File: config.mk
export PLATFORM = sky130hd
export DESIGN_NAME = truth_table_sweeper_flat
export DESIGN_NICKNAME = d
export VERILOG_FILES = /design/src/rtl/truth_table_sweeper_pkg.sv /design/src/rtl/truth_table_sweeper_if.sv /design/src/rtl/truth_table_sweeper_settle_counter.sv /design/src/rtl/truth_table_sweeper.sv /design/src/flat_wrapper.sv
export SDC_FILE = /design/constraint.sdc
export NUM_CORES = 1
export LEC_CHECK = 0
export CAP_MARGIN = 5
export CELL_PAD_IN_SITES_DETAIL_PLACEMENT = 0
export CELL_PAD_IN_SITES_GLOBAL_PLACEMENT = 1
export CORE_MARGIN = 4
export CORE_UTILIZATION = 30
export CTS_BUF_LIST = sky130_fd_sc_hd__clkbuf_4 sky130_fd_sc_hd__clkbuf_8 sky130_fd_sc_hd__clkbuf_16
export CTS_CLUSTER_SIZE = 14
export DETAILED_ROUTE_END_ITERATION = 8
export PLACE_DENSITY_LB_ADDON = 0.3
export SYNTH_ARGS = -nofsm -noshare
export SYNTH_HDL_FRONTEND = slang
export SYNTH_SLANG_ARGS = --single-unit
File: constraint.sdc
create_clock -name clk -period 1.5 [get_ports clk]
set_input_delay 0.225 -clock clk [delete_from_list [all_inputs] [get_ports clk]]
set_output_delay 0.225 -clock clk [all_outputs]
set_load 0.01 [all_outputs]
File: src/rtl/truth_table_sweeper_pkg.sv
// Shared types and constants for the truth-table sweeper.
// Holds the FSM encoding, table geometry and the default golden table.
package truth_sweep_pkg;

    typedef enum logic [1:0] {
        IDLE,
        SETTLE,
        SAMPLE,
        DONE
    } state_e;

    localparam int NUM_VECTORS = 8;
    localparam int TT_WIDTH = 8;
    localparam logic [TT_WIDTH-1:0] EXPECTED_DEFAULT = 8'h8D;

endpackage

File: src/rtl/truth_table_sweeper_if.sv
// Control, status and gate-stimulus bundle of the sweeper.
// master: requester plus gate under test; slave: the sweeper.
interface truth_table_sweeper_if;
    import truth_sweep_pkg::*;

    logic start;
    logic abort;
    logic gate_out;
    logic in1;
    logic in2;
    logic in3;
    logic busy;
    logic done;
    logic match;
    logic [TT_WIDTH-1:0] table_out;

    modport master (
        output start,
        output abort,
        output gate_out,
        input  in1,
        input  in2,
        input  in3,
        input  busy,
        input  done,
        input  match,
        input  table_out
    );

    modport slave (
        input  start,
        input  abort,
        input  gate_out,
        output in1,
        output in2,
        output in3,
        output busy,
        output done,
        output match,
        output table_out
    );

endinterface

File: src/rtl/truth_table_sweeper_settle_counter.sv
// Per-vector hold counter with clear, enable and terminal flag.
// term rises once the vector has been held SETTLE_CYCLES cycles.
module settle_counter #(
    parameter int unsigned SETTLE_CYCLES = 4
) (
    input  logic clk,
    input  logic rst_n,
    input  logic clr,
    input  logic en,
    output logic term
);

    localparam logic [7:0] TERM_VAL = 8'(SETTLE_CYCLES - 1);

    logic [7:0] cnt;

    always_ff @(posedge clk) begin
        if (!rst_n) begin
            cnt <= '0;
        end else if (clr) begin
            cnt <= '0;
        end else if (en) begin
            cnt <= cnt + 8'd1;
        end
    end

    assign term = (cnt == TERM_VAL);

endmodule

File: src/rtl/truth_table_sweeper.sv
// Drives all 8 input vectors into a 3-input gate and captures its
// truth table, MSB = vector 3'b000, then compares against EXPECTED.
module truth_table_sweeper
    import truth_sweep_pkg::*;
#(
    parameter int unsigned SETTLE_CYCLES = 4,
    parameter logic [TT_WIDTH-1:0] EXPECTED = EXPECTED_DEFAULT
) (
    input logic clk,
    input logic rst_n,
    truth_table_sweeper_if.slave bus
);

    localparam logic [2:0] LAST_IDX = 3'(NUM_VECTORS - 1);

    state_e state_q, state_d;
    logic [2:0] idx_q, idx_d;
    logic [2:0] stim_q, stim_d;
    logic [TT_WIDTH-1:0] tt_q, tt_d;
    logic match_q, match_d;
    logic cnt_clr, cnt_en, cnt_term;

    settle_counter #(
        .SETTLE_CYCLES(SETTLE_CYCLES)
    ) u_settle_counter (
        .clk  (clk),
        .rst_n(rst_n),
        .clr  (cnt_clr),
        .en   (cnt_en),
        .term (cnt_term)
    );

    always_comb begin
        state_d = state_q;
        idx_d = idx_q;
        tt_d = tt_q;
        match_d = match_q;
        cnt_clr = 1'b1;
        cnt_en = 1'b0;
        unique case (state_q)
            IDLE: begin
                if (bus.start) begin
                    tt_d = '0;
                    match_d = 1'b0;
                    idx_d = '0;
                    state_d = SETTLE;
                end
            end
            SETTLE: begin
                if (bus.abort) begin
                    idx_d = '0;
                    match_d = 1'b0;
                    state_d = IDLE;
                end else begin
                    cnt_clr = 1'b0;
                    cnt_en = !cnt_term;
                    if (cnt_term) begin
                        state_d = SAMPLE;
                    end
                end
            end
            SAMPLE: begin
                // abort wins: the bit for this vector is never written
                if (bus.abort) begin
                    idx_d = '0;
                    match_d = 1'b0;
                    state_d = IDLE;
                end else begin
                    tt_d[3'd7 - idx_q] = bus.gate_out;
                    if (idx_q == LAST_IDX) begin
                        match_d = (tt_d == EXPECTED);
                        state_d = DONE;
                    end else begin
                        idx_d = idx_q + 3'd1;
                        state_d = SETTLE;
                    end
                end
            end
            DONE: begin
                state_d = IDLE;
            end
        endcase
        stim_d = (state_d == SETTLE || state_d == SAMPLE) ? idx_d : 3'b000;
    end

    always_ff @(posedge clk) begin
        if (!rst_n) begin
            state_q <= IDLE;
            idx_q <= '0;
            stim_q <= '0;
            tt_q <= '0;
            match_q <= 1'b0;
        end else begin
            state_q <= state_d;
            idx_q <= idx_d;
            stim_q <= stim_d;
            tt_q <= tt_d;
            match_q <= match_d;
        end
    end

    assign bus.in1 = stim_q[2];
    assign bus.in2 = stim_q[1];
    assign bus.in3 = stim_q[0];
    assign bus.busy = (state_q != IDLE);
    assign bus.done = (state_q == DONE);
    assign bus.table_out = tt_q;
    assign bus.match = match_q;

endmodule

File: src/flat_wrapper.sv
// flat-port wrapper written by rule: the top's interface ports become plain ports
module truth_table_sweeper_flat import truth_sweep_pkg::*;
#(
    parameter int unsigned SETTLE_CYCLES = 4,
    parameter logic [TT_WIDTH-1:0] EXPECTED = EXPECTED_DEFAULT
)
  (clk, rst_n, bus_start, bus_abort, bus_gate_out, bus_in1, bus_in2, bus_in3, bus_busy, bus_done, bus_match, bus_table_out);
  truth_table_sweeper_if bus_i ();
  input logic clk;
  input logic rst_n;
  input wire logic [$bits(bus_i.start)-1:0] bus_start;
  input wire logic [$bits(bus_i.abort)-1:0] bus_abort;
  input wire logic [$bits(bus_i.gate_out)-1:0] bus_gate_out;
  output wire logic [$bits(bus_i.in1)-1:0] bus_in1;
  output wire logic [$bits(bus_i.in2)-1:0] bus_in2;
  output wire logic [$bits(bus_i.in3)-1:0] bus_in3;
  output wire logic [$bits(bus_i.busy)-1:0] bus_busy;
  output wire logic [$bits(bus_i.done)-1:0] bus_done;
  output wire logic [$bits(bus_i.match)-1:0] bus_match;
  output wire logic [$bits(bus_i.table_out)-1:0] bus_table_out;
  assign bus_i.start = bus_start;
  assign bus_i.abort = bus_abort;
  assign bus_i.gate_out = bus_gate_out;
  assign bus_in1 = bus_i.in1;
  assign bus_in2 = bus_i.in2;
  assign bus_in3 = bus_i.in3;
  assign bus_busy = bus_i.busy;
  assign bus_done = bus_i.done;
  assign bus_match = bus_i.match;
  assign bus_table_out = bus_i.table_out;
  truth_table_sweeper #(.SETTLE_CYCLES(SETTLE_CYCLES), .EXPECTED(EXPECTED)) u_core (.clk(clk), .rst_n(rst_n), .bus(bus_i));
endmodule
Yosys cells after proc, flatten, opt, wreduce, memory -nomap -nowiden
Cells that the tools add are included.
{"block": "totals", "regBits": 25, "in_bits": 5, "output_inout_bits": 14, "wordCells": 61}
{"block": "classes", "addsub": 3, "n_lt_le_gt_ge": 2, "n_eq_ne": 12, "muxes": 26, "bitwise": 1, "reduce_logical": 11}
{"operator": "$mux 8", "n": 2}
{"operator": "$pmux 8 s2", "n": 1}
{"operator": "$mux 3", "n": 4}
{"operator": "$mux 2", "n": 5}
{"operator": "$mux 1", "n": 9}
{"operator": "$pmux 3 s3", "n": 1}
{"operator": "$add 8x1->8 const B", "n": 1}
{"operator": "$bwmux 8", "n": 1}
{"operator": "$eq 8x2->1 const B", "n": 1}
{"operator": "$eq 8x8->1 const B", "n": 1}
{"operator": "$pmux 2 s4", "n": 1}
{"operator": "$eq 2x2->1 const B", "n": 3}
{"operator": "$ne 2x2->1 const B", "n": 3}
{"operator": "$eq 2x1->1 const B", "n": 2}
{"operator": "$lt 3x4->1 const B", "n": 1}
{"operator": "$reduce_and 4->1", "n": 1}
{"operator": "$reduce_bool 2->1", "n": 2}
{"operator": "$add 3x1->3 const B", "n": 1}
{"operator": "$demux 1 s3", "n": 1}
{"operator": "$eq 3x3->1 const B", "n": 1}
{"operator": "$ge 3x1->1 const B", "n": 1}
{"operator": "$ne 3x2->1 const B", "n": 1}
{"operator": "$pmux 1 s3", "n": 1}
{"operator": "$reduce_and 3->1", "n": 1}
{"operator": "other kinds (9)", "n": 9}

Depth between registers and ports, before layout
Gate-level depths: netlist of the first run.
{"block": "depth", "ltp_word": 10, "depth_mapped": 6, "depth_no_buf": 6}

Hierarchy
A second synthesis of the first run with hierarchy kept.
{"block": "hier_totals", "cells_unflattened": 171, "hier_area_um2": 1397.6}
{"module": "truth_table_sweeper", "instances": 1, "cells_each": 131, "area_each_um2": 1027.2, "seq_area_each_um2": 340.3}
{"module": "settle_counter", "instances": 1, "cells_each": 40, "area_each_um2": 370.4, "seq_area_each_um2": 160.2}

Least setup slack after synthesis of the first run
OpenSTA, ideal clock, no wires.
{"block": "synth_path", "kind": "register to register", "start": "reg u_core.idx_q[1]", "end": "reg u_core.match_q, in the netlist u_core.bus.match", "setup_ns": 0.096, "arrival_ns": 1.422, "required_ns": 1.404, "setup_slack_ns": -0.018, "path_stages_with_launch": 7, "path_buffers": 1, "synth_period_minus_slack_ns": 1.518, "path_cell_list": "dfxtp_1 -> buf_2 -> and2b_4 -> nand2b_1 -> nand3b_1 -> a221o_1 -> o41ai_2"}
{"block": "synth_via", "elab_chain_len": 10, "elab_cells_between_ends": 14, "cone_classes": "1 x add/sub; 2 x order compare; 3 x eq/ne; 6 x mux; 2 x reduce/logical"}
{"element": "start, declared", "line_no": "truth_table_sweeper.sv:17", "rtl": "logic [2:0] idx_q, idx_d;"}
{"element": "start signal, assigned", "line_no": "truth_table_sweeper.sv:95", "rtl": "idx_q <= idx_d;"}
{"element": "$sub 3x3->3", "line_no": "truth_table_sweeper.sv:69", "rtl": "tt_d[3'd7 - idx_q] = bus.gate_out;"}
{"element": "$lt 3x4->1 (not written as such) or $ge 3x1->1 (tied branches)", "line_no": "truth_table_sweeper.sv:69"}
{"element": "$logic_and 1x1->1 (not written as such)", "line_no": "truth_table_sweeper.sv:69"}
{"element": "$mux 1 (not written as such)", "line_no": "truth_table_sweeper.sv:69"}
{"element": "$demux 1 s3"}
{"element": "$bwmux 8", "line_no": "truth_table_sweeper.sv:69"}
{"element": "$eq 8x8->1", "line_no": "truth_table_sweeper.sv:71", "rtl": "match_d = (tt_d == EXPECTED);"}
{"element": "$mux 1", "line_no": "truth_table_sweeper.sv:70", "rtl": "if (idx_q == LAST_IDX) begin"}
{"element": "$mux 1", "line_no": "truth_table_sweeper.sv:64", "rtl": "if (bus.abort) begin"}
{"element": "$pmux 1 s3", "line_no": "truth_table_sweeper.sv:40", "rtl": "unique case (state_q)"}
{"element": "end signal, assigned", "line_no": "truth_table_sweeper.sv:98", "rtl": "match_q <= match_d;"}
{"element": "end, declared", "line_no": "truth_table_sweeper.sv:20", "rtl": "logic match_q, match_d;"}
Parallel ways exist; a longest one is shown, timed or not. The select of a mux whose other input is x is not followed.
A chain may end at the register's enable or synchronous reset.

Worst setup path in the final report of the first run
{"block": "layout_path", "start": "reg u_core.idx_q[2]", "end": "reg u_core.match_q, in the netlist u_core.bus.match"}
The elaborated chain is that of the path after synthesis.

==> summary.txt, run 1 <==
Min path
  • Cells on Worst Hold Path: 2
  • Hold Crit Class: reg -> reg

Logic synthesis
  • Sequential-to-total area share from yosys stat: 37.5%
  • Largest family of logic cells by synthesized area: simple AND/OR/NAND/NOR gates
  • Adder-cell share of the synthesized area: 1.87%
  • Most used DFF post-synth: dfxtp_1
  • Simple-Gate Fraction of Synth Area: 31.6%
  • Post-synth EDFFs: 0
  • Synth top area share: 37.5%
  • Synth warnings: 0
  • Multiplexer share of the synthesized area: 2.44%
  • Top cells by area, synth: dfxtp_1, o21ai_0, nand2_1
  • Post-synth ARST share: 0%
  • Post-synthesis compound-gate area fraction: 18.2%
  • Netlist Area Pre-Place: 1340 um^2
  • Syn nets: 166
  • Synth Area in XOR/XNOR: 3.94%
  • Avg Cell Area, Syn: 8.40 um^2
  • Cells after synthesis: 159
  • Seq cells post-synth: 25
  • Synth area leader: dfxtp_1
  • Unique masters post-synth: 43

STA
  • Worst-Margin Slew: 0.347 ns
  • Clk_skew: 0.00668 ns
  • Minimum clock period: 1.47 ns
  • Endpoints failing hold: 0
  • Slew margin rel.: 76.7%
  • Setup violators final: 0
  • Final setup TNS: 0 ns
  • Max Clk Rate: 682 MHz
  • Crit share post-route: 97.7%
  • Slew Viols, Final: 0
  • Setup ws final: 0.0343 ns
  • RSZ-0062 raised after global routing: yes

Die
  • Initial Util: 32.2%
  • DIE AREA: 5580 um^2
  • Site Rows: 23
  • Die W: 74.7 um
  • Core area: 4140 um^2
  • # IOs: 19
  • Die height: 74.7 um

Setup path
  • Crit start category: register
  • CP required: 1.68 ns
  • Kind of critical path: reg -> reg
  • Reg2Reg Depth: 5
  • R2R setup slack: 0.03 ns
  • Crit path max fanout: 7
  • CP Capture Type: register
  • WP data arrival: 1.65 ns

Placed design
  • PortBufs: 18
  • DPL Wire Length: 2.61 mm
  • Gpl congestion: 0.860
  • Post-place setup slack: -0.314 ns

Global routing
  • Largest net degree at the start of global routing: 17
  • Gr ovfl total: 0
  • Total GRT Usage: 13.2%
  • Number of global-route vias before repair: 1,282
  • Initial antenna violation count: 0
  • First-pass GRT wire length: 5.77 mm

Pwr
  • Power Density: 656 nW/um^2
  • Total Power: 1.19 mW
  • P_leak: 0.695 nW
  • Worst vdd ir: 478 uV

Detailed routing
  • Vias: 1,285
  • Vias/cell: 5.14
  • Remaining routing DRC violations: 0
  • Post-DRT Antenna Nets: 0
  • Number of detailed-route iterations in the first pass: 5
  • Routed WL: 3.39 mm
  • DR WL/cell: 13.5 um
  • DR iter-0 viols: 49

Clock tree
  • TritonCTS clock tree: built
  • TritonCTS Buffers: 3
  • Worst skew pair latency: 0.27 ns
  • H-tree levels: 1
  • Number of clock sinks: 25
  • Clock root buffer: clkbuf_8
  • CTS Buffer Depth: 2
  • Clock transition at path regs: 0.10 ns

Layout
  • P&R area growth vs syn: 36.2%
  • Most common cell after layout, fill and taps aside: buf_4
  • Storage element area: 517 um^2
  • # fillers: 418
  • Ratio of cells with drive above 1 in the final layout: 25.5%
  • Antenna diodes: 0
  • Layout Nets: 208
  • Most frequent cells in the layout: buf_4, dfxtp_1, nand2_1, clkdlybuf4s50_1, nor2_1
  • Multi-input combinational cell area: 793 um^2

Job
  • Max cap viols: 0

Run status
  • Status: completed
==> critical path, stage by stage (launching register included) <==
cell	delay, ns
dfxtp_4	0.38
and2b_4	0.26
nand2b_4	0.11
nand3b_1	0.08
a221o_1	0.33
o41ai_2	0.20
==> synth_stat cells, types with 4 or more instances <==
| cell type | instances |
|---|---|
| xor2_1 | 4 |
| nand2_1 | 15 |
| dfxtp_1 | 25 |
| o21ai_0 | 12 |
| nand3_1 | 8 |
| nor2_1 | 14 |
| a21oi_1 | 7 |
| nor2b_1 | 7 |
| nor3_1 | 4 |
==> layer usage <==
metal	GRT usage, %	routed length, um	vias to the layer above
met4	3.95	24	0
met5	0	0	-
met1	15.2	1490	606
met3	3.07	113	2
li1	-	-	652
met2	24.3	1760	25
==> flip-flops by register name, indices dropped and copies added (netlist names) <==
signal,flops
u_core.u_settle_counter.cnt,8
u_core.bus.table_out,8
u_core.idx_q,3
u_core.state_q,2
u_core.stim_q,3
u_core.bus.match,1
==> through the flow <==
step | cell area, um^2 | cells | utilization, % | hold WS, ns
after global routing | 1820 | 250 | 43.9 | 0.543
after CTS | 1800 | 249 | 43.4 | 0.515
after floorplan | 1350 | 159 | - | 0.378
after global placement | 1730 | 245 | 41.8 | 0.472
after detailed placement | 1730 | 245 | 41.8 | 0.495
final | 1820 | 250 | 43.9 | 0.510
==> worst paths after layout <==
| check | start | end |
|---|---|---|
| max | u_core.idx_q[2] | u_core.bus.match |
| min | u_core.bus.match | u_core.bus.match |
| max reg2reg | u_core.idx_q[2] | u_core.bus.match |
| min reg2reg | u_core.bus.match | u_core.bus.match |
==> layout make-up <==
| type | instances | area share (%) |
|---|---|---|
| Inverter | 3 | 0.619 |
| Timing Repair Buffer | 45 | 21.1 |
| Multi-Input combinational cell | 123 | 43.6 |
| Clock buffer | 3 | 2.27 |
| Clock inverter | 1 | 0.482 |
| Tap cell | 50 | 3.44 |
| Sequential cell | 25 | 28.4 |
==> cells by family (layout without fill, tap and decap cells) <==
family,after synthesis,in the layout
muxes,3,3
DFF,25,25
and+or+nand+nor,75,75
AOI/OAI and AO/OA,37,37
xor gates and xnor gates,6,6
buffers and inverters,11,52
adders and majority gates,2,2
==> report_power, final <==
group | internal [mW] | total, mW | switching, mW
Clock | 0.195 | 0.428 | 0.233
Combinational | 0.0508 | 0.0989 | 0.0481
Sequential | 0.662 | 0.666 | 0.00361
==> timing repair <==
| item | 4_1_cts | 5_1_grt |
|---|---|---|
| pin swaps | 1 | 0 |
| setup buffers | 0 | 1 |
| gates resized for setup | 13 | 8 |
| endpoints found under the setup margin | 5 | 22 |
| hold buffers | 0 | 0 |
Note: power is estimated with default switching activity, not from simulation.
==> run 2, diff against run 1 <==
--- a/config.mk
+++ b/config.mk
@@ -13,7 +13,9 @@
 export CTS_BUF_LIST = sky130_fd_sc_hd__clkbuf_4 sky130_fd_sc_hd__clkbuf_8 sky130_fd_sc_hd__clkbuf_16
 export CTS_CLUSTER_SIZE = 14
 export DETAILED_ROUTE_END_ITERATION = 8
+export MAX_ROUTING_LAYER = met4
 export PLACE_DENSITY_LB_ADDON = 0.3
+export REMOVE_ABC_BUFFERS = 1
 export SYNTH_ARGS = -nofsm -noshare
 export SYNTH_HDL_FRONTEND = slang
 export SYNTH_SLANG_ARGS = --single-unit
==> summary.txt, run 2 (synthesized netlist as in run 1, its figures left out) <==
Layout
  • Ratio of cells with drive above 1 in the final layout: 27.5% (+2.0 points)
  • Most common cell after layout, fill and taps aside: buf_4
  • Layout Nets: 212 (+1.9%)
  • P&R area growth vs syn: 38.4%
  • Most frequent cells in the layout: buf_4, dfxtp_1, nand2_1, nor2_1, clkdlybuf4s50_1
  • Antenna diodes: 0 (unchanged)

Setup path
  • Reg2Reg Depth: 6 (+1)
  • Cell Chain, Critical Path: clkdlybuf4s50_1
  • CP required: 1.27 ns (-0.41 ns)
  • Top Family by Delay on Critical Path: buffers and inverters
  • Worst path slowest cell: clkdlybuf4s50_1
  • Worst Path Buf+Inv: 1 (+1)
  • Crit path max fanout: 5 (-2)
  • WP data arrival: 1.25 ns (-0.40 ns)
  • Max incr delay on CP: 0.57 ns (+0.19 ns)
  • Crit start category: register
  • RR Startpoint: u_core.idx_q[0]
  • Kind of critical path: reg -> out
  • Levels on crit path: 1 (-4)
  • FF-to-FF End: u_core.idx_q[0]
  • CP Capture Type: primary output
  • R2R setup slack: 0.09 ns (+0.06 ns)

STA
  • Slew margin rel.: 75.6% (-1.1 points)
  • Setup violators final: 0 (unchanged)
  • Worst-Margin Slew: 0.364 ns (+0.0162 ns)
  • Clk_skew: 0.00674 ns (+0.0000544 ns)
  • Minimum clock period: 1.47 ns (+0.00691 ns)
  • Slew Viols, Final: 0 (unchanged)
  • Crit share post-route: 98.2% (+0.46 points)
  • Endpoints failing hold: 0 (unchanged)
  • RSZ-0062 raised after global routing: yes
  • Setup ws final: 0.0274 ns (-0.00691 ns)
  • Max Clk Rate: 679 MHz (-0.47%)

Clock tree
  • TritonCTS clock tree: built
  • Number of clock sinks: 25 (unchanged)
  • # hold bufs at CTS: 0 (unchanged)
  • Worst skew pair latency: 0.27 ns (about the same)
  • Clock root buffer: clkbuf_8
  • Clock transition at path regs: 0.09 ns (about the same)
  • H-tree levels: 1 (unchanged)
  • CTS Buffer Depth: 2 (unchanged)
  • TritonCTS Buffers: 3 (unchanged)

Pwr
  • Sw power: 0.266 mW (-6.6%)
  • Internal power: 0.895 mW (-1.4%)
  • Total Power: 1.16 mW (-2.6%)
  • Power Density: 629 nW/um^2 (-4.2%)
  • P_leak: 0.718 nW (+3.3%)
  • Flop pwr share: 57.4% (+1.6 points)
  • Sw Share: 22.9% (-0.97 points)
  • Worst vdd ir: 365 uV (-24%)
  • Comb pwr share: 8.1% (-0.2 points)
  • Clock share of power: 34.5% (-1.4 points)

Min path
  • Worst Hold End: u_core.u_settle_counter.cnt[1]
  • Hold Crit Class: reg -> reg
  • Cells on Worst Hold Path: 2 (unchanged)
  • Hold Path Origin: u_core.u_settle_counter.cnt[1]

Global routing
  • Gr ovfl total: 0 (unchanged)
  • Total GRT Usage: 13.4% (+0.13 points)
  • Initial antenna violation count: 0 (unchanged)
  • Largest net degree at the start of global routing: 15 (-2)
  • Number of global-route vias before repair: 1,245 (-2.9%)
  • First-pass GRT wire length: 5.69 mm (-1.4%)

Placed design
  • DPL Wire Length: 2.61 mm (about the same)
  • PortBufs: 18 (unchanged)
  • Post-place setup slack: -0.442 ns (-0.128 ns)
  • Gpl congestion: 0.843 (-2.0%)

Detailed routing
  • Number of detailed-route iterations in the first pass: 4 (-1)
  • Remaining routing DRC violations: 0 (unchanged)
  • Routed WL: 3.34 mm (-1.4%)
  • Vias: 1,290 (+0.39%)
  • Vias/cell: 5.08 (-1.2%)
  • DR WL/cell: 13.1 um (-3.0%)
  • DR iter-0 viols: 60 (+22%)
  • Post-DRT Antenna Nets: 0 (unchanged)

Die
  • Die W: 74.7 um (unchanged)
  • Initial Util: 32.2% (unchanged)
  • Site Rows: 23 (unchanged)
  • # IOs: 19 (unchanged)
  • DIE AREA: 5580 um^2 (unchanged)
  • Core area: 4140 um^2 (unchanged)
  • Die height: 74.7 um (unchanged)

Job
  • Max cap viols: 0 (unchanged)

Run status
  • Status: completed
[run 2: area by class of cell]
type / count / area [um^2]
Fill cell: 433 / 2300
Multi-Input combinational cell: 123 / 797
Sequential cell: 25 / 518
Timing Repair Buffer: 49 / 413
Tap cell: 50 / 62.6
Clock buffer: 3 / 41.3
Inverter: 3 / 11.3
Clock inverter: 1 / 5.00
[run 2: per-stage QoR]
stage | setup TNS (ns) | hold slack, ns | util [%] | instance area (um^2) | std cells
finish | 0 | 0.497 | 44.6 | 1850 | 254
global route | -0.00405 | 0.540 | 44.6 | 1850 | 254
CTS | 0 | 0.502 | 43.9 | 1820 | 254
detailed placement | -4.94 | 0.477 | 42.3 | 1750 | 249
global placement | -4.26 | 0.470 | 42.3 | 1750 | 249
floorplan | -0.0438 | 0.347 | - | 1290 | 151
[run 2: worst max-delay path by stage]
stage,from,to,slack (ns)
6_report,u_core.bus.table_out[6],bus_table_out[6],0.03
5_1_grt,u_core.idx_q[0],u_core.stim_q[1],-0.004
4_1_cts,u_core.idx_q[2],u_core.bus.match,0.002
3_5_place_dp,bus_gate_out,u_core.bus.match,-0.44
3_3_place_gp,bus_gate_out,u_core.bus.match,-0.36
2_1_floorplan,u_core.idx_q[1],u_core.bus.match,-0.04
[run 2: power by group through the flow]
stage | registers (mW) | clock network [mW] | logic (mW)
finish | 0.667 | 0.401 | 0.0940
global route | 0.668 | 0.447 | 0.104
CTS | 0.667 | 0.417 | 0.0918
detailed placement | 0.686 | 0 | 0.0935
global placement | 0.686 | 0 | 0.0921
floorplan | 0.685 | 0 | 0.0371
[run 2: layer usage]
metal | global-route usage [%] | part of all wire (%)
met1 | 16.5 | 47
met2 | 22.4 | 49
met3 | 2.14 | 2.9
met4 | 3.95 | 1.1
met5 | - | 0
[run 2: what timing repair did]
item | in CTS | in global routing
pin swaps | 0 | 2
gates cloned | 0 | 0
setup endpoints to repair | 4 | 14
setup buffers | 1 | 0
gates resized for setup | 12 | 11
==> run 3, diff against run 2 <==
--- a/config.mk
+++ b/config.mk
@@ -9,7 +9,7 @@
 export CELL_PAD_IN_SITES_DETAIL_PLACEMENT = 0
 export CELL_PAD_IN_SITES_GLOBAL_PLACEMENT = 1
 export CORE_MARGIN = 4
-export CORE_UTILIZATION = 30
+export CORE_UTILIZATION = 36
 export CTS_BUF_LIST = sky130_fd_sc_hd__clkbuf_4 sky130_fd_sc_hd__clkbuf_8 sky130_fd_sc_hd__clkbuf_16
 export CTS_CLUSTER_SIZE = 14
 export DETAILED_ROUTE_END_ITERATION = 8
==> summary.txt, run 3 (synthesized netlist as in run 1, its figures left out) <==
Placed design
  • Post-place setup slack: -0.326 ns (+0.116 ns)
  • DPL Wire Length: 2.48 mm (-5.0%)
  • Placed cell count: 241 (-3.2%)
  • Dpl cell area: 1720 um^2 (-2.0%)
  • Gpl congestion: 0.824 (-2.2%)
  • PortBufs: 18 (unchanged)

STA
  • Setup ws final: 0.0422 ns (+0.0148 ns)
  • RSZ-0062 raised after global routing: yes
  • Endpoints failing hold: 0 (unchanged)
  • Setup violators final: 0 (unchanged)
  • Crit share post-route: 97.2% (-0.99 points)
  • Max Clk Rate: 686 MHz (+1.0%)
  • Slew margin rel.: 77.6% (+2.0 points)
  • Clk_skew: 0.00462 ns (-0.00212 ns)
  • Worst-Margin Slew: 0.335 ns (-0.0284 ns)
  • Minimum clock period: 1.46 ns (-0.0148 ns)
  • Hold_ws: 0.502 ns (+0.00506 ns)
  • Slew Viols, Final: 0 (unchanged)

Die
  • Core area: 3470 um^2 (-16%)
  • # IOs: 19 (unchanged)
  • Site Rows: 21 (-8.7%)
  • Die W: 68.9 um (-7.8%)
  • Die height: 68.9 um (-7.8%)
  • DIE AREA: 4750 um^2 (-15%)
  • Initial Util: 38.5% (+6.3 points)

Layout
  • Layout Nets: 208 (-1.9%)
  • P&R area growth vs syn: 37.6%
  • Ratio of cells with drive above 1 in the final layout: 28.0% (+0.55 points)
  • Post-Layout Cell Count: 246 (-3.1%)
  • Cell area after layout: 1840 um^2 (-0.61%)
  • Most common cell after layout, fill and taps aside: buf_4
  • Most frequent cells in the layout: buf_4, dfxtp_1, clkdlybuf4s50_1, nor2_1, nand2_1
  • Antenna diodes: 0 (unchanged)
  • # fillers: 343 (-21%)

Setup path
  • CP Capture Type: register
  • Reg2Reg Depth: 6 (unchanged)
  • FF-to-FF End: u_core.bus.match
  • Crit path max fanout: 6 (+1)
  • RR Startpoint: u_core.idx_q[1]
  • Kind of critical path: reg -> reg
  • Crit start category: register
  • WP data arrival: 1.63 ns (+0.38 ns)
  • R2R setup slack: 0.04 ns (-0.05 ns)
  • CP required: 1.68 ns (+0.41 ns)

Clock tree
  • # hold bufs at CTS: 0 (unchanged)
  • Clock root buffer: clkbuf_8
  • CTS Buffer Depth: 2 (unchanged)
  • Worst skew pair latency: 0.27 ns (about the same)
  • H-tree levels: 1 (unchanged)
  • TritonCTS clock tree: built
  • TritonCTS Buffers: 3 (unchanged)
  • Clock transition at path regs: 0.09 ns (about the same)
  • Number of clock sinks: 25 (unchanged)

Global routing
  • First-pass GRT wire length: 5.51 mm (-3.0%)
  • Initial antenna violation count: 0 (unchanged)
  • Total GRT Usage: 15.5% (+2.1 points)
  • Number of global-route vias before repair: 1,219 (-2.1%)
  • Largest net degree at the start of global routing: 16 (+1)
  • Gr ovfl total: 0 (unchanged)

Run status
  • Status: completed

Detailed routing
  • DR WL/cell: 13.5 um (+2.9%)
  • Vias/cell: 5.17 (+1.9%)
  • Number of detailed-route iterations in the first pass: 4 (unchanged)
  • Vias: 1,273 (-1.3%)
  • Post-DRT Antenna Nets: 0 (unchanged)
  • DR iter-0 viols: 36 (-40%)
  • Routed WL: 3.33 mm (-0.33%)
  • Remaining routing DRC violations: 0 (unchanged)

Min path
  • Hold Path Origin: u_core.bus.match
  • Hold Crit Class: reg -> reg
  • Cells on Worst Hold Path: 2 (unchanged)
  • Worst Hold End: u_core.bus.match

Job
  • Max cap viols: 0 (unchanged)

Pwr
  • P_leak: 0.683 nW (-4.9%)
  • Worst vdd ir: 368 uV (+0.89%)
  • Total Power: 1.17 mW (+0.67%)
  • Power Density: 637 nW/um^2 (+1.3%)
-- run 3: layout make-up --
type | count | area [um^2] | area share, %
timing repair buffer | 45 | 380 | 20.7
multi-input combinational | 123 | 825 | 44.9
sequential | 25 | 514 | 28.0
inverter | 3 | 11.3 | 0.613
clock buffer | 3 | 41.3 | 2.25
tap | 46 | 57.6 | 3.13
clock inverter | 1 | 7.51 | 0.409
-- run 3: what timing repair did --
item | 4_1_cts | 5_1_grt
gates resized for setup | 12 | 14
buffers inserted | 0 | 1
pin swaps | 2 | 2
endpoints found under the setup margin | 11 | 17
-- run 3: routing by layer --
metal	wire [um]	global-route usage (%)	vias to the layer above
met5	0	-	-
met4	14	3.65	0
met3	102	1.94	2
met2	1630	26.2	19
met1	1580	19.7	608
li1	-	-	644
-- run 3: worst max path at each step --
| stage | start | to | slack, ns | depth (start not counted) |
|---|---|---|---|---|
| after floorplan | u_core.idx_q[1] | u_core.bus.match | -0.04 | 5 |
| after global placement | bus_gate_out | u_core.bus.match | -0.25 | 6 |
| after detailed placement | bus_gate_out | u_core.bus.match | -0.33 | 6 |
| after CTS | u_core.idx_q[1] | u_core.stim_q[2] | 0.004 | 6 |
| after global routing | u_core.u_settle_counter.cnt[1] | u_core.u_settle_counter.cnt[2] | -0.02 | 7 |
| final | u_core.idx_q[1] | u_core.bus.match | 0.04 | 6 |
-- run 3: through the flow --
step                      util (%)  TNS [ns]
after floorplan                  -   -0.0438
after detailed placement      49.6     -3.68
after global placement        49.6     -3.17
final                         53.0         0
after CTS                     51.4         0
after global routing          53.0   -0.0576
-- run 3: worst max-delay path, cell delays in order (launching register included) --
cell     delay, ns
dfxtp_4       0.38
buf_4         0.14
nor2b_4       0.14
mux2_1        0.14
nand2_1       0.05
a221o_1       0.34
o41ai_2       0.19
-- run 3: power breakdown --
part | leakage [nW] | switching (mW) | internal (mW)
sequential | 0.205 | 0.00507 | 0.662
clock | 0.0217 | 0.216 | 0.188
combinational | 0.457 | 0.0477 | 0.0510
total | 0.683 | 0.269 | 0.901
==> RTL change (config.mk and constraints of run 3) <==
The package constant `TT_WIDTH` goes from 8 to 9.
--- a/src/rtl/truth_table_sweeper_pkg.sv
+++ b/src/rtl/truth_table_sweeper_pkg.sv
@@ -10,7 +10,7 @@
     } state_e;
 
     localparam int NUM_VECTORS = 8;
-    localparam int TT_WIDTH = 8;
+    localparam int TT_WIDTH = 9;
     localparam logic [TT_WIDTH-1:0] EXPECTED_DEFAULT = 8'h8D;
 
 endpackage
Interface: changed (resized bus_table_out); port bits go from 19 to 20. No check against the original RTL was run, so the function may have changed too.
==> RTL change against run 3 <==
Routed wire length is the same; die area grew 1.8%; first-iteration DRC count grew 22%; setup slack lost 0.018 ns; cell area grew 4.8%; largest power group unchanged; sequential cell count is the same; area after synthesis grew 2.1%; largest cell class unchanged; total power grew 3.3%.
==> RTL change: results (changes against run 3) <==
outcome: "complete, no violations"  # unchanged
wl_per_cell_um: 12.9  # was 13.5 um
clk_latency_ns: 0.27  # about the same
synth_mux_area_share_pct: 0  # was 2.44%
r2r_slack_ns: 0.02  # was 0.04 ns
netlist_top_cells_count: "25 x dfxtp_1, 14 x nand2_1, 13 x nor2_1"  # was 25 x dfxtp_1, 15 x nand2_1, 14 x nor2_1
grtUsageTotal_pct: 14.4  # was 15.5%
post_synth.cell_area_avg_um2: 8.41  # was 8.40 um^2
stdcell_count: 257  # was 246
synthAdderAreaFrac_pct: 1.84  # was 1.87%
dp_slack_ns: -0.342  # was -0.326 ns
grtUsageMet1_pct: 18.2  # was 19.7%
cts_htree_levels: 1  # unchanged
layout.nets: 217  # was 208
cp_max_fo: 3  # was 6
clock_skew_ns: 0.0105  # was 0.00462 ns
peakVddDrop_v: 0.000277  # was 0.000368 V
worst_r2r_endpoint: "u_core.stim_q[0]"  # was u_core.bus.match
p_leak_nw: 0.753  # was 0.683 nW
dr.pass1.iters: 4  # unchanged
clockPowerShare_pct: 35.2  # was 34.5%
fin_hold_ws_ns: 0.492  # was 0.502 ns
hold_end: "u_core.bus.match"  # unchanged
crit_slowest_cell: "dfxtp_2"  # was dfxtp_4
place_area_mm2: 0.00178  # was 0.00172 mm^2
grt_pass1_wl_um: 5670  # was 5510 um
internal-power_uw: 931  # was 901 uW
final_layout_size_suffix_gt1_share_pct: 30.6  # was 28.0%
gp_congestion: 0.804  # was 0.824
place_hpwl_um: 2450  # was 2480 um
gr-usage-met2_pct: 23.3  # was 26.2%
synth_compound_area_share_pct: 24.4  # was 18.2%
r2r_start: "u_core.u_settle_counter.cnt[0]"  # was u_core.idx_q[1]
min_path_cells: 2  # unchanged
cp.arrival_ns: 1.65  # was 1.63 ns
drtIter0Drc: 44  # was 36
synth.distinct_cells: 46  # was 43
synth_area_leaders: "dfxtp_1 37%, a21oi_1 4.4%, nand3_1 4.4%, o21ai_0 4.4%, nor2b_1 4.1%"  # was dfxtp_1 37%, o21ai_0 4.5%, nand2_1 4.2%, nor2_1 3.9%, nor2b_1 3.3%
combPwrFrac_pct: 9.7  # was 8.4%
ys_seq_area_share_pct: 36.7  # was 37.5%
p_switching_uw: 278  # was 269 uW
grt_max_degree: 14  # was 16
dp_cells: 250  # was 241
synth_xor_area_share_pct: 3.86  # was 3.94%
path_clk_slew_ns: 0.09  # about the same
grtUsageMet3_pct: 2.46  # was 1.94%
ys.flop_type: "dfxtp_1"  # unchanged
vias: 1312  # was 1273
num_antenna_cells: 0  # unchanged
hp-start: "u_core.bus.match"  # unchanged
synth-edff-count: 0  # unchanged
root_buffer: "clkbuf_8"  # unchanged
antenna_found_initial: 0  # unchanged
-- RTL change: changes by cell type after synthesis, sizes merged, moves of 3 or more --
| cell | before | now |
|---|---|---|
| a21oi | 7 | 12 |
| nand4 | 3 | 0 |
| a21boi | 4 | 7 |
| nand3 | 8 | 13 |
| o211ai | 3 | 0 |
| and2 | 5 | 1 |
-- RTL change: layout make-up --
cell class / count / area, um^2
Fill cell: 348 / 1740
Multi-Input combinational cell: 129 / 878
Sequential cell: 25 / 517
Timing Repair Buffer: 49 / 413
Tap cell: 48 / 60.1
Clock buffer: 4 / 48.8
Inverter: 2 / 7.51
-- RTL change: worst reg2reg max path, cell delays in order (launching register included) --
cell and delay [ns]:
dfxtp_2 0.37, ha_4 0.14, nor4b_4 0.26, a211oi_2 0.12, o221a_2 0.28, o21ai_2 0.16
a211oi_2 0.05
-- RTL change: worst max path at each step --
stage	startpoint	endpoint	slack (ns)	cells past startpoint
2_1_floorplan	u_core.u_settle_counter.cnt[0]	u_core.stim_q[0]	-0.09	6
6_report	u_core.u_settle_counter.cnt[0]	u_core.stim_q[0]	0.02	6
3_5_place_dp	bus_abort	u_core.bus.match	-0.34	6
4_1_cts	u_core.state_q[1]	bus_busy	0.001	2
3_3_place_gp	bus_abort	u_core.bus.match	-0.29	6
5_1_grt	u_core.u_settle_counter.cnt[0]	u_core.stim_q[1]	-0.05	6
-- RTL change: per-layer routing --
metal / up-vias / share of wire (%)
li1: 673 / -
met1: 616 / 49
met2: 18 / 47
met3: 5 / 2.9
met4: 0 / 1.2
met5: - / 0
-- RTL change: repair_timing --
| action | in CTS | in global routing |
|---|---|---|
| pin swaps | 2 | 8 |
| endpoints found under the setup margin | 7 | 7 |
| gates resized for setup | 16 | 12 |
| buffers inserted | 0 | 3 |
